## config.mk

```make
export PLATFORM = sky130hd
export DESIGN_NAME = hpdcache_sram_wbe_ctrl_flat
export DESIGN_NICKNAME = d
export VERILOG_FILES = /design/src/rtl/hpdcache_sram_wbe_ctrl_if.sv /design/src/rtl/hpdcache_sram_wbe_ctrl.sv /design/src/flat_wrapper.sv
export SDC_FILE = /design/constraint.sdc
export NUM_CORES = 1
export LEC_CHECK = 0
export CAP_MARGIN = 40
export CORE_UTILIZATION = 48
export DETAILED_ROUTE_END_ITERATION = 8
export GPL_TIMING_DRIVEN = 0
export PLACE_DENSITY = 0.95
export SYNTH_ARGS = -nofsm -noshare
export SYNTH_HDL_FRONTEND = slang
export SYNTH_SLANG_ARGS = --single-unit
export TNS_END_PERCENT = 10
```

## constraint.sdc

```tcl
create_clock -name clk -period 3.6 [get_ports clk]
set_input_delay 0.36 -clock clk [delete_from_list [all_inputs] [get_ports clk]]
set_output_delay 0.36 -clock clk [all_outputs]
set_load 0.01 [all_outputs]
```

## src/rtl/hpdcache_sram_wbe_ctrl_if.sv

```systemverilog
// Request, response and SRAM strobe bundle for the 1RW byte-enable SRAM controller.
// The slave modport is the controller's view; the master modport is the client/SRAM side.
interface hpdcache_sram_wbe_ctrl_if #(
    parameter int ADDR_SIZE = 6,
    parameter int DATA_SIZE = 64
);
    logic                     req_valid_i;
    logic                     req_ready_o;
    logic                     req_we_i;
    logic [ADDR_SIZE-1:0]     req_addr_i;
    logic [DATA_SIZE-1:0]     req_wdata_i;
    logic [DATA_SIZE/8-1:0]   req_be_i;
    logic                     rsp_valid_o;
    logic                     rsp_ready_i;
    logic [DATA_SIZE-1:0]     rsp_rdata_o;
    logic                     init_done_o;
    logic                     sram_cs_o;
    logic                     sram_we_o;
    logic [ADDR_SIZE-1:0]     sram_addr_o;
    logic [DATA_SIZE-1:0]     sram_wdata_o;
    logic [DATA_SIZE/8-1:0]   sram_wbyteenable_o;
    logic [DATA_SIZE-1:0]     sram_rdata_i;

    modport slave (
        input  req_valid_i, req_we_i, req_addr_i, req_wdata_i, req_be_i,
        input  rsp_ready_i, sram_rdata_i,
        output req_ready_o, rsp_valid_o, rsp_rdata_o, init_done_o,
        output sram_cs_o, sram_we_o, sram_addr_o, sram_wdata_o, sram_wbyteenable_o
    );

    modport master (
        output req_valid_i, req_we_i, req_addr_i, req_wdata_i, req_be_i,
        output rsp_ready_i, sram_rdata_i,
        input  req_ready_o, rsp_valid_o, rsp_rdata_o, init_done_o,
        input  sram_cs_o, sram_we_o, sram_addr_o, sram_wdata_o, sram_wbyteenable_o
    );
endinterface

```

## src/rtl/hpdcache_sram_wbe_ctrl.sv

```systemverilog
// Initiator-side controller for a 1RW byte-enable SRAM with 1-cycle read latency:
// optional zero-fill after reset, credit-limited reads and a 2-entry response FIFO.
module hpdcache_sram_wbe_ctrl #(
    parameter int ADDR_SIZE     = 6,
    parameter int DATA_SIZE     = 64,
    parameter int DEPTH         = 2**ADDR_SIZE,
    parameter int INIT_ON_RESET = 1
) (
    input  logic clk,
    input  logic rst_n,
    hpdcache_sram_wbe_ctrl_if.slave bus
);
    typedef enum logic [1:0] {ST_RST, ST_INIT, ST_RUN} state_e;

    state_e                 state;
    logic [ADDR_SIZE-1:0]   init_cnt;
    logic [1:0]             credits;
    logic [1:0]             credits_next;
    logic                   rd_pend;
    logic [DATA_SIZE-1:0]   fifo_mem [2];
    logic                   fifo_wptr;
    logic                   fifo_rptr;
    logic [1:0]             fifo_cnt;
    logic                   fifo_empty;
    logic                   accept;
    logic                   read_accept;
    logic                   pop;
    logic                   push;
    logic                   fifo_pop;

    always_ff @(posedge clk or negedge rst_n) begin
        if (!rst_n) begin
            state    <= ST_RST;
            init_cnt <= '0;
        end else begin
            case (state)
                ST_RST:  state <= (INIT_ON_RESET != 0) ? ST_INIT : ST_RUN;
                ST_INIT: begin
                    if (init_cnt == ADDR_SIZE'(DEPTH - 1)) begin
                        state <= ST_RUN;
                    end else begin
                        init_cnt <= init_cnt + 1'b1;
                    end
                end
                ST_RUN:  state <= ST_RUN;
                default: state <= ST_RST;
            endcase
        end
    end

    always_comb begin
        bus.req_ready_o = (state == ST_RUN) && (credits < 2'd2);
        bus.init_done_o = (state == ST_RUN);
        accept          = bus.req_valid_i & bus.req_ready_o;
        read_accept     = accept & ~bus.req_we_i;
    end

    // The fill sequence owns the SRAM port; otherwise only an accepted request drives it.
    always_comb begin
        bus.sram_cs_o          = 1'b0;
        bus.sram_we_o          = 1'b0;
        bus.sram_addr_o        = '0;
        bus.sram_wdata_o       = '0;
        bus.sram_wbyteenable_o = '0;
        if (state == ST_INIT) begin
            bus.sram_cs_o          = 1'b1;
            bus.sram_we_o          = 1'b1;
            bus.sram_addr_o        = init_cnt;
            bus.sram_wbyteenable_o = '1;
        end else if (accept) begin
            bus.sram_cs_o          = 1'b1;
            bus.sram_we_o          = bus.req_we_i;
            bus.sram_addr_o        = bus.req_addr_i;
            bus.sram_wdata_o       = bus.req_wdata_i;
            bus.sram_wbyteenable_o = bus.req_be_i;
        end
    end

    // Empty FIFO with a read in flight bypasses the SRAM data straight to the response port.
    always_comb begin
        fifo_empty      = (fifo_cnt == 2'd0);
        bus.rsp_valid_o = !fifo_empty || rd_pend;
        bus.rsp_rdata_o = fifo_empty ? bus.sram_rdata_i : fifo_mem[fifo_rptr];
        pop             = bus.rsp_valid_o & bus.rsp_ready_i;
        fifo_pop        = pop & !fifo_empty;
        push            = rd_pend & !(fifo_empty & pop);
        credits_next    = credits + 2'(read_accept) - 2'(pop);
    end

    always_ff @(posedge clk or negedge rst_n) begin
        if (!rst_n) begin
            credits     <= '0;
            rd_pend     <= 1'b0;
            fifo_wptr   <= 1'b0;
            fifo_rptr   <= 1'b0;
            fifo_cnt    <= '0;
            fifo_mem[0] <= '0;
            fifo_mem[1] <= '0;
        end else begin
            credits <= credits_next;
            rd_pend <= read_accept;
            if (push) begin
                fifo_mem[fifo_wptr] <= bus.sram_rdata_i;
                fifo_wptr           <= ~fifo_wptr;
            end
            if (fifo_pop) begin
                fifo_rptr <= ~fifo_rptr;
            end
            fifo_cnt <= fifo_cnt + 2'(push) - 2'(fifo_pop);
        end
    end
endmodule

```

## src/flat_wrapper.sv

```systemverilog
// flat-port wrapper written by rule: the top's interface ports become plain ports
module hpdcache_sram_wbe_ctrl_flat 
#(
    parameter int ADDR_SIZE     = 6,
    parameter int DATA_SIZE     = 64,
    parameter int DEPTH         = 2**ADDR_SIZE,
    parameter int INIT_ON_RESET = 1
)
  (clk, rst_n, bus_req_valid_i, bus_req_we_i, bus_req_addr_i, bus_req_wdata_i, bus_req_be_i, bus_rsp_ready_i, bus_sram_rdata_i, bus_req_ready_o, bus_rsp_valid_o, bus_rsp_rdata_o, bus_init_done_o, bus_sram_cs_o, bus_sram_we_o, bus_sram_addr_o, bus_sram_wdata_o, bus_sram_wbyteenable_o);
  hpdcache_sram_wbe_ctrl_if #(.ADDR_SIZE(ADDR_SIZE), .DATA_SIZE(DATA_SIZE)) bus_i ();
  input  logic clk;
  input  logic rst_n;
  input wire logic [$bits(bus_i.req_valid_i)-1:0] bus_req_valid_i;
  input wire logic [$bits(bus_i.req_we_i)-1:0] bus_req_we_i;
  input wire logic [$bits(bus_i.req_addr_i)-1:0] bus_req_addr_i;
  input wire logic [$bits(bus_i.req_wdata_i)-1:0] bus_req_wdata_i;
  input wire logic [$bits(bus_i.req_be_i)-1:0] bus_req_be_i;
  input wire logic [$bits(bus_i.rsp_ready_i)-1:0] bus_rsp_ready_i;
  input wire logic [$bits(bus_i.sram_rdata_i)-1:0] bus_sram_rdata_i;
  output wire logic [$bits(bus_i.req_ready_o)-1:0] bus_req_ready_o;
  output wire logic [$bits(bus_i.rsp_valid_o)-1:0] bus_rsp_valid_o;
  output wire logic [$bits(bus_i.rsp_rdata_o)-1:0] bus_rsp_rdata_o;
  output wire logic [$bits(bus_i.init_done_o)-1:0] bus_init_done_o;
  output wire logic [$bits(bus_i.sram_cs_o)-1:0] bus_sram_cs_o;
  output wire logic [$bits(bus_i.sram_we_o)-1:0] bus_sram_we_o;
  output wire logic [$bits(bus_i.sram_addr_o)-1:0] bus_sram_addr_o;
  output wire logic [$bits(bus_i.sram_wdata_o)-1:0] bus_sram_wdata_o;
  output wire logic [$bits(bus_i.sram_wbyteenable_o)-1:0] bus_sram_wbyteenable_o;
  assign bus_i.req_valid_i = bus_req_valid_i;
  assign bus_i.req_we_i = bus_req_we_i;
  assign bus_i.req_addr_i = bus_req_addr_i;
  assign bus_i.req_wdata_i = bus_req_wdata_i;
  assign bus_i.req_be_i = bus_req_be_i;
  assign bus_i.rsp_ready_i = bus_rsp_ready_i;
  assign bus_i.sram_rdata_i = bus_sram_rdata_i;
  assign bus_req_ready_o = bus_i.req_ready_o;
  assign bus_rsp_valid_o = bus_i.rsp_valid_o;
  assign bus_rsp_rdata_o = bus_i.rsp_rdata_o;
  assign bus_init_done_o = bus_i.init_done_o;
  assign bus_sram_cs_o = bus_i.sram_cs_o;
  assign bus_sram_we_o = bus_i.sram_we_o;
  assign bus_sram_addr_o = bus_i.sram_addr_o;
  assign bus_sram_wdata_o = bus_i.sram_wdata_o;
  assign bus_sram_wbyteenable_o = bus_i.sram_wbyteenable_o;
  hpdcache_sram_wbe_ctrl #(.ADDR_SIZE(ADDR_SIZE), .DATA_SIZE(DATA_SIZE), .DEPTH(DEPTH), .INIT_ON_RESET(INIT_ON_RESET)) u_core (.clk(clk), .rst_n(rst_n), .bus(bus_i));
endmodule
```

==> out/metrics.cfg <==
[pwr]
intPower_uw=4140
p_leak_uw=0.00468
power.total_uw=6180
power_frac_clock_pct=27.9
swShare_pct=33.1
pwr-share-seq_pct=28.8
combPwrFrac_pct=43.3
p_per_area_nw_per_um2=550
p_sw_uw=2050
irDropWorstVdd_uv=329

[clocking]
cts_buffer_depth=2
clkLatencyLatePin_ps=430
clock-root-buffer=clkbuf_16
clkTransAtPathRegs_ps=60
clock-sinks=143
cts_tree=done
cts_buffers=17
postCtsSetupBuffers=0
htreeDepth=4

[drt]
num_vias=6145
wl_per_cell_um=18.4
firstDrtPassIters=7
drt-initial-drc-count=257
wirelength_um=21500
drc=0
via_per_inst=5.25
ant_nets=0

[logic_synthesis]
yosysWarnings=0
synth_cells=655
synth_commonest_cells=143 x dfrtp_1, 127 x mux2_2, 67 x and2_1
synth_seq_cells=143
ys.flop_type=dfrtp_1
netlist_top_cells_area=dfrtp_1 48%, mux2_2 19%, mux2i_1 8.6%
syn-cell-area_um2=7460
ys_async_sr_fraction_pct=100
synth_top_cell_by_area=dfrtp_1
synth_area_per_cell_um2=11.4
synth_nets=809
seq_area_frac_synth_pct=48.0
synth_top_area_share_pct=48.0
synth.distinct_cells=33
synth-edff-count=0
synth.most_common_cell=dfrtp_1

[timing]
max_clock_freq_mhz=318
period_share_pct=87.4
slew_headroom_pct=47.5
slew_violations=0
setup_viol=0
rsz0062_at_grt=false
post-route-min-period_ps=3150
worstMarginPinSlew_ps=788
clock-skew-final_ps=9.54
hold_viol=0

[layout]
nNetsFinal=1123
multiInputGateArea_um2=3600
antennaDiodeCount=0
area_growth_pct=50.8
fin_util_pct=74.0
nFillCells=1039
drive_above_1_share_pct=19.2
seqCellArea_um2=3580

[global_route]
grt_use_total_pct=27.7
antenna_found_initial=0
grt_max_degree=77
grt_pass1_vias=6445
gr-total-overflow=0
grt_pass1_wl_um=33700

[worst_setup_path]
critPathLaunch=u_core.fifo_cnt[1]
worstSetupPathType=register to output port
end_kind=output port
critPathArrivalTime_ps=2790
endpoint=bus_rsp_rdata_o[2]
r2r_slack_ps=1500
start_kind=register
r2r_start=u_core.fifo_cnt[1]
worstRegToRegCells=6
crit_fanout=10
required_ps=3240
r2r-end=u_core.fifo_cnt[1]

[floorplan]
io_pins=294
fp.dieW_um=127
start_util_pct=49.0
num_rows=45
dieArea_um2=16000
die_h_um=127
core_um2=15200

[job]
maxCapViolCount=0

[run_status]
status=complete, no violations

[min_path]
hold_class=register to register

[placed_design]
place.gp.congestion=0.917
dp_hpwl_um=16000
io_buffers=293

## worst max-delay path, cell delays in order, from the launching register on
cell             delay [ps]
dfrtp_1                 450
nor2_4                  220
buf_2                   290
buf_2                   290
buf_2                   290
nand2_1                  80
o21ai_0                 100
clkdlybuf4s50_1         630
## how the worst min path moves through the flow
stage,end,start,depth (start not counted),slack [ps]
floorplan,u_core.credits[0],rst_n,0,60
global placement,u_core.fifo_mem[26],u_core.fifo_mem[26],1,470
detailed placement,u_core.fifo_mem[24],rst_n,1,440
CTS,u_core.fifo_wptr,u_core.fifo_wptr,1,490
global route,u_core.fifo_mem[25],u_core.fifo_mem[25],1,510
finish,u_core.fifo_wptr,u_core.fifo_wptr,1,480
## timing repair
| item | 4_1_cts | 5_1_grt |
|---|---|---|
| hold endpoints to repair | 47 | 0 |
| hold buffers | 1 | 0 |
| gates resized for setup | 0 | 0 |
## registers in the layout (all words and copies together) (netlist names)
register and flops:
u_core.fifo_mem 128, u_core.init_cnt 6, u_core.credits 2, u_core.fifo_cnt 2, u_core.state 2, u_core.fifo_rptr 1, u_core.fifo_wptr 1, u_core.rd_pend 1
## area by class of cell
| class | instances | area share, % |
|---|---|---|
| buffer | 42 | 2.23 |
| timing repair buffer | 295 | 26.4 |
| tap | 188 | 2.09 |
| clock buffer | 18 | 3.91 |
| sequential | 143 | 31.8 |
| inverter | 8 | 0.267 |
| multi-input combinational | 462 | 32.0 |
| clock inverter | 14 | 1.27 |
## cell families (layout without fill, tap and decap cells)
kind of cell    Yosys count  count (layout)  share of synthesized area, %
flops                   143             143                          48.0
fa+ha+maj                 7               7                          1.17
mux                     196             196                          28.5
simple gates            172             172                          11.7
xor+xnor                  6               6                         0.705
compound gates           81              81                          6.16
buf+inv                  50             377                          3.76
## power groups by stage
stage / Sequential (uW) / Combinational [uW] / Clock, uW
floorplan: 1790 / 1280 / 0
global placement: 1800 / 2630 / 0
detailed placement: 1810 / 2680 / 0
CTS: 1780 / 2710 / 1750
global route: 1790 / 2900 / 1820
finish: 1780 / 2680 / 1720
## cell usage in the layout (no fill, tap or decap), drive strengths merged, types with 2 or more instances in the layout
master and count:
a22o 6, clkdlybuf4s50 292, inv 9, buf 26, mux2i 64, and2 67, ha 7, and3 2
mux2 132, or2 2, xor2 2, clkinv 8, nand3b 3, nor2b 2, a21oi 6, bufinv 2
a31oi 2, o21ai 65, nand4 3, nand2b 2, nor2 22, dfrtp 143, nand2 66, clkbuf 36
xnor2 4, clkinvlp 3
## layer usage
layer / GRT usage, % / wire [um]
met3: 6.58 / 1120
met5: 0 / 0
met2: 51.2 / 11500
met1: 29.2 / 8130
met4: 14.2 / 843
## per-stage QoR
stage	cells	instance area, um2	worst slack [ps]	setup TNS, ps	hold WS [ps]
3_3_place_gp	1136	10600	-3320	-472320	466
6_report	1170	11200	454	0	484
3_5_place_dp	1137	10700	760	0	441
2_1_floorplan	655	7460	1620	0	64.4
5_1_grt	1170	11200	265	0	510
4_1_cts	1170	11200	431	0	486
No activity file was read; power rests on OpenSTA's default activity.
==> edit: new RTL, same flow settings <==
Re-encode `state_e` (3 states) as one-hot, 3 bits wide.
--- a/src/rtl/hpdcache_sram_wbe_ctrl.sv
+++ b/src/rtl/hpdcache_sram_wbe_ctrl.sv
@@ -12,3 +12,3 @@
 );
-    typedef enum logic [1:0] {ST_RST, ST_INIT, ST_RUN} state_e;
+    typedef enum logic [2:0] {ST_RST = 3'b001, ST_INIT = 3'b010, ST_RUN = 3'b100} state_e;
 
Check against the original RTL: same outputs for any inputs over 10 cycles, from zero or initial values and one cycle with rst_n low; not proved beyond that.
==> edit against the original RTL <==
Clock skew is 0.0054 ns higher. Die area is 0.47% lower. Synthesized area is 0.49% lower. Sequential share of layout area is 0.30 points higher. Routed wire length is 14% higher. Power is 17% lower. Worst setup slack better by 0.082 ns. Worst hold slack worse by 0.0055 ns. Sequential cell count is 1 higher. Cell area is 0.21% lower. Critical path type unchanged. Critical endpoint is now bus_rsp_rdata_o[18]. Highest routed layer unchanged.
==> edit: results (changes against the original RTL) <==
Max Root-Sink Buffers - 2 (unchanged)
H-tree levels - 4 (unchanged)
Routed met1 length - 9514 microns (+17%)
Cell Int Power - 3506 uW (-15%)
Global routing's busiest layer - met2
DP HPWL - 18680 microns (+17%)
Layout cells sized above 1 - 13.93% (-5.3 points)
VDD IR max - 0.3266 mV (-0.80%)
Top sig layer - met4
M1 GR Usage - 35.12% (+5.9 points)
Worst reg2reg endpoint - u_core.credits[1]
Syn_nets - 800 (-1.1%)
N_diodes - 0 (unchanged)
DR iter-0 viols - 297 (+16%)
Commonest cells post-synth - dfrtp_1 (143), mux2_2 (70), o21ai_0 (68)
Reg2Reg Setup Slack - 1.74 ns (+0.24 ns)
Met2 wire length - 13350 microns (+16%)
Worst Setup SP - u_core.fifo_cnt[0]
Status - completed
Cell Area, Placed - 10620 sq um (-0.34%)
Global-route track usage on met2 - 58.82% (+7.6 points)
Pwr/cell area - 457.2 nW/um^2 (-17%)
P_seq - 1670 uW (-6%)
Vias in the first global route - 6388 (-0.88%)
Final nets - 1114 (-0.80%)
Data arrival, critical path - 2.70 ns (-0.09 ns)
Worst slack, placed - 0.6702 ns (-0.08944 ns)
Global Route Usage Sum - 30.95% (+3.3 points)
Final Skew - 0.01491 ns (+0.005363 ns)
Top Registers - u_core.fifo_mem x128, u_core.init_cnt x6, u_core.state x3
Crit path to - bus_rsp_rdata_o[18]
Initial DRT Pass Iterations - 5 (-2)
Top cells by area, synth - dfrtp_1 (48%), mux2_2 (11%), mux2_1 (9.1%)
WL final - 24490 microns (+14%)
Met3 WL post-DR - 1072 microns (-3.9%)
Vias - 6276 (+2.1%)
Largest net degree at the start of global routing - 78 (+1.3%)
Min-delay worst type - in2async
Reg2reg path depth - 7 (+1)
Final Wtd Congestion - 0.9950 (+8.5%)
Synth unique cells - 38 (+15%)
GR Util met3 - 5.272% (-1.3 points)
Worst Tran Pin Value - 0.8124 ns (+0.02433 ns)
Sequential area share after synthesis - 48.58% (+0.59 points)
Leakage power - 0.005284 uW (+13%)
Fin crit period - 3.064 ns (-0.08243 ns)
First-pass GRT wire length - 36740 microns (+9.1%)
Combinational power share - 33.0% (-10 points)
Filler cell count - 1007 (-3.1%)
==> edit: cell types whose count changed after synthesis, moves of 3 or more <==
cell / before / now
mux2_2: 127 / 70
buf_2: 11 / 19
ha_1: 7 / 4
o21ai_0: 65 / 68
o21a_1: 0 / 9
nor2_1: 21 / 2
buf_6: 9 / 6
mux2_1: 5 / 60
==> edit: worst reg2reg max path, cell delays in order, from the launching register on <==
cell and delay, ns:
dfrtp_1 0.42, or3_1 0.38, and2_1 0.17, ha_1 0.27, inv_1 0.04, ha_1 0.19, xnor2_1 0.18, xnor2_1 0.15
==> edit: logic make-up (layout without fill, tap and decap cells) <==
logic type      Yosys count  count (layout)  synth area share (%)
fa+ha+maj                 4               4                0.6746
flops                   144             144                 48.58
simple gates            156             156                 10.89
buf+inv                  51             378                 3.558
xor+xnor                  9               9                 1.062
mux                     195             195                 28.50
compound gates           90              90                 6.729
==> edit: cell type report <==
cell class              count  area [sq um]  share of cell area, %
clock inverters            13         151.4                  1.349
inverters                   6         22.52                 0.2007
well taps                 188         235.2                  2.096
multi-input cells         454          3551                  31.65
flip-flops and latches    144          3605                  32.13
repair buffers            295          2972                  26.48
plain buffers              45         241.5                  2.152
clock buffers              19         442.9                  3.947
==> edit: through the flow <==
stage	util, %	hold slack, ns	setup TNS [ns]	cells
after CTS	74.09	0.4882	0	1164
after floorplan	-	0.06441	0	649
after global placement	69.91	0.4658	-473.86	1130
after detailed placement	70.10	0.3901	0	1131
final	74.09	0.4781	0	1164
after global routing	74.09	0.4969	0	1164
==> edit: timing repair <==
action / 4_1_cts / 5_1_grt
resized for setup: 0 / 0
hold endpoints to repair: 66 / 0
hold buffers: 1 / 0
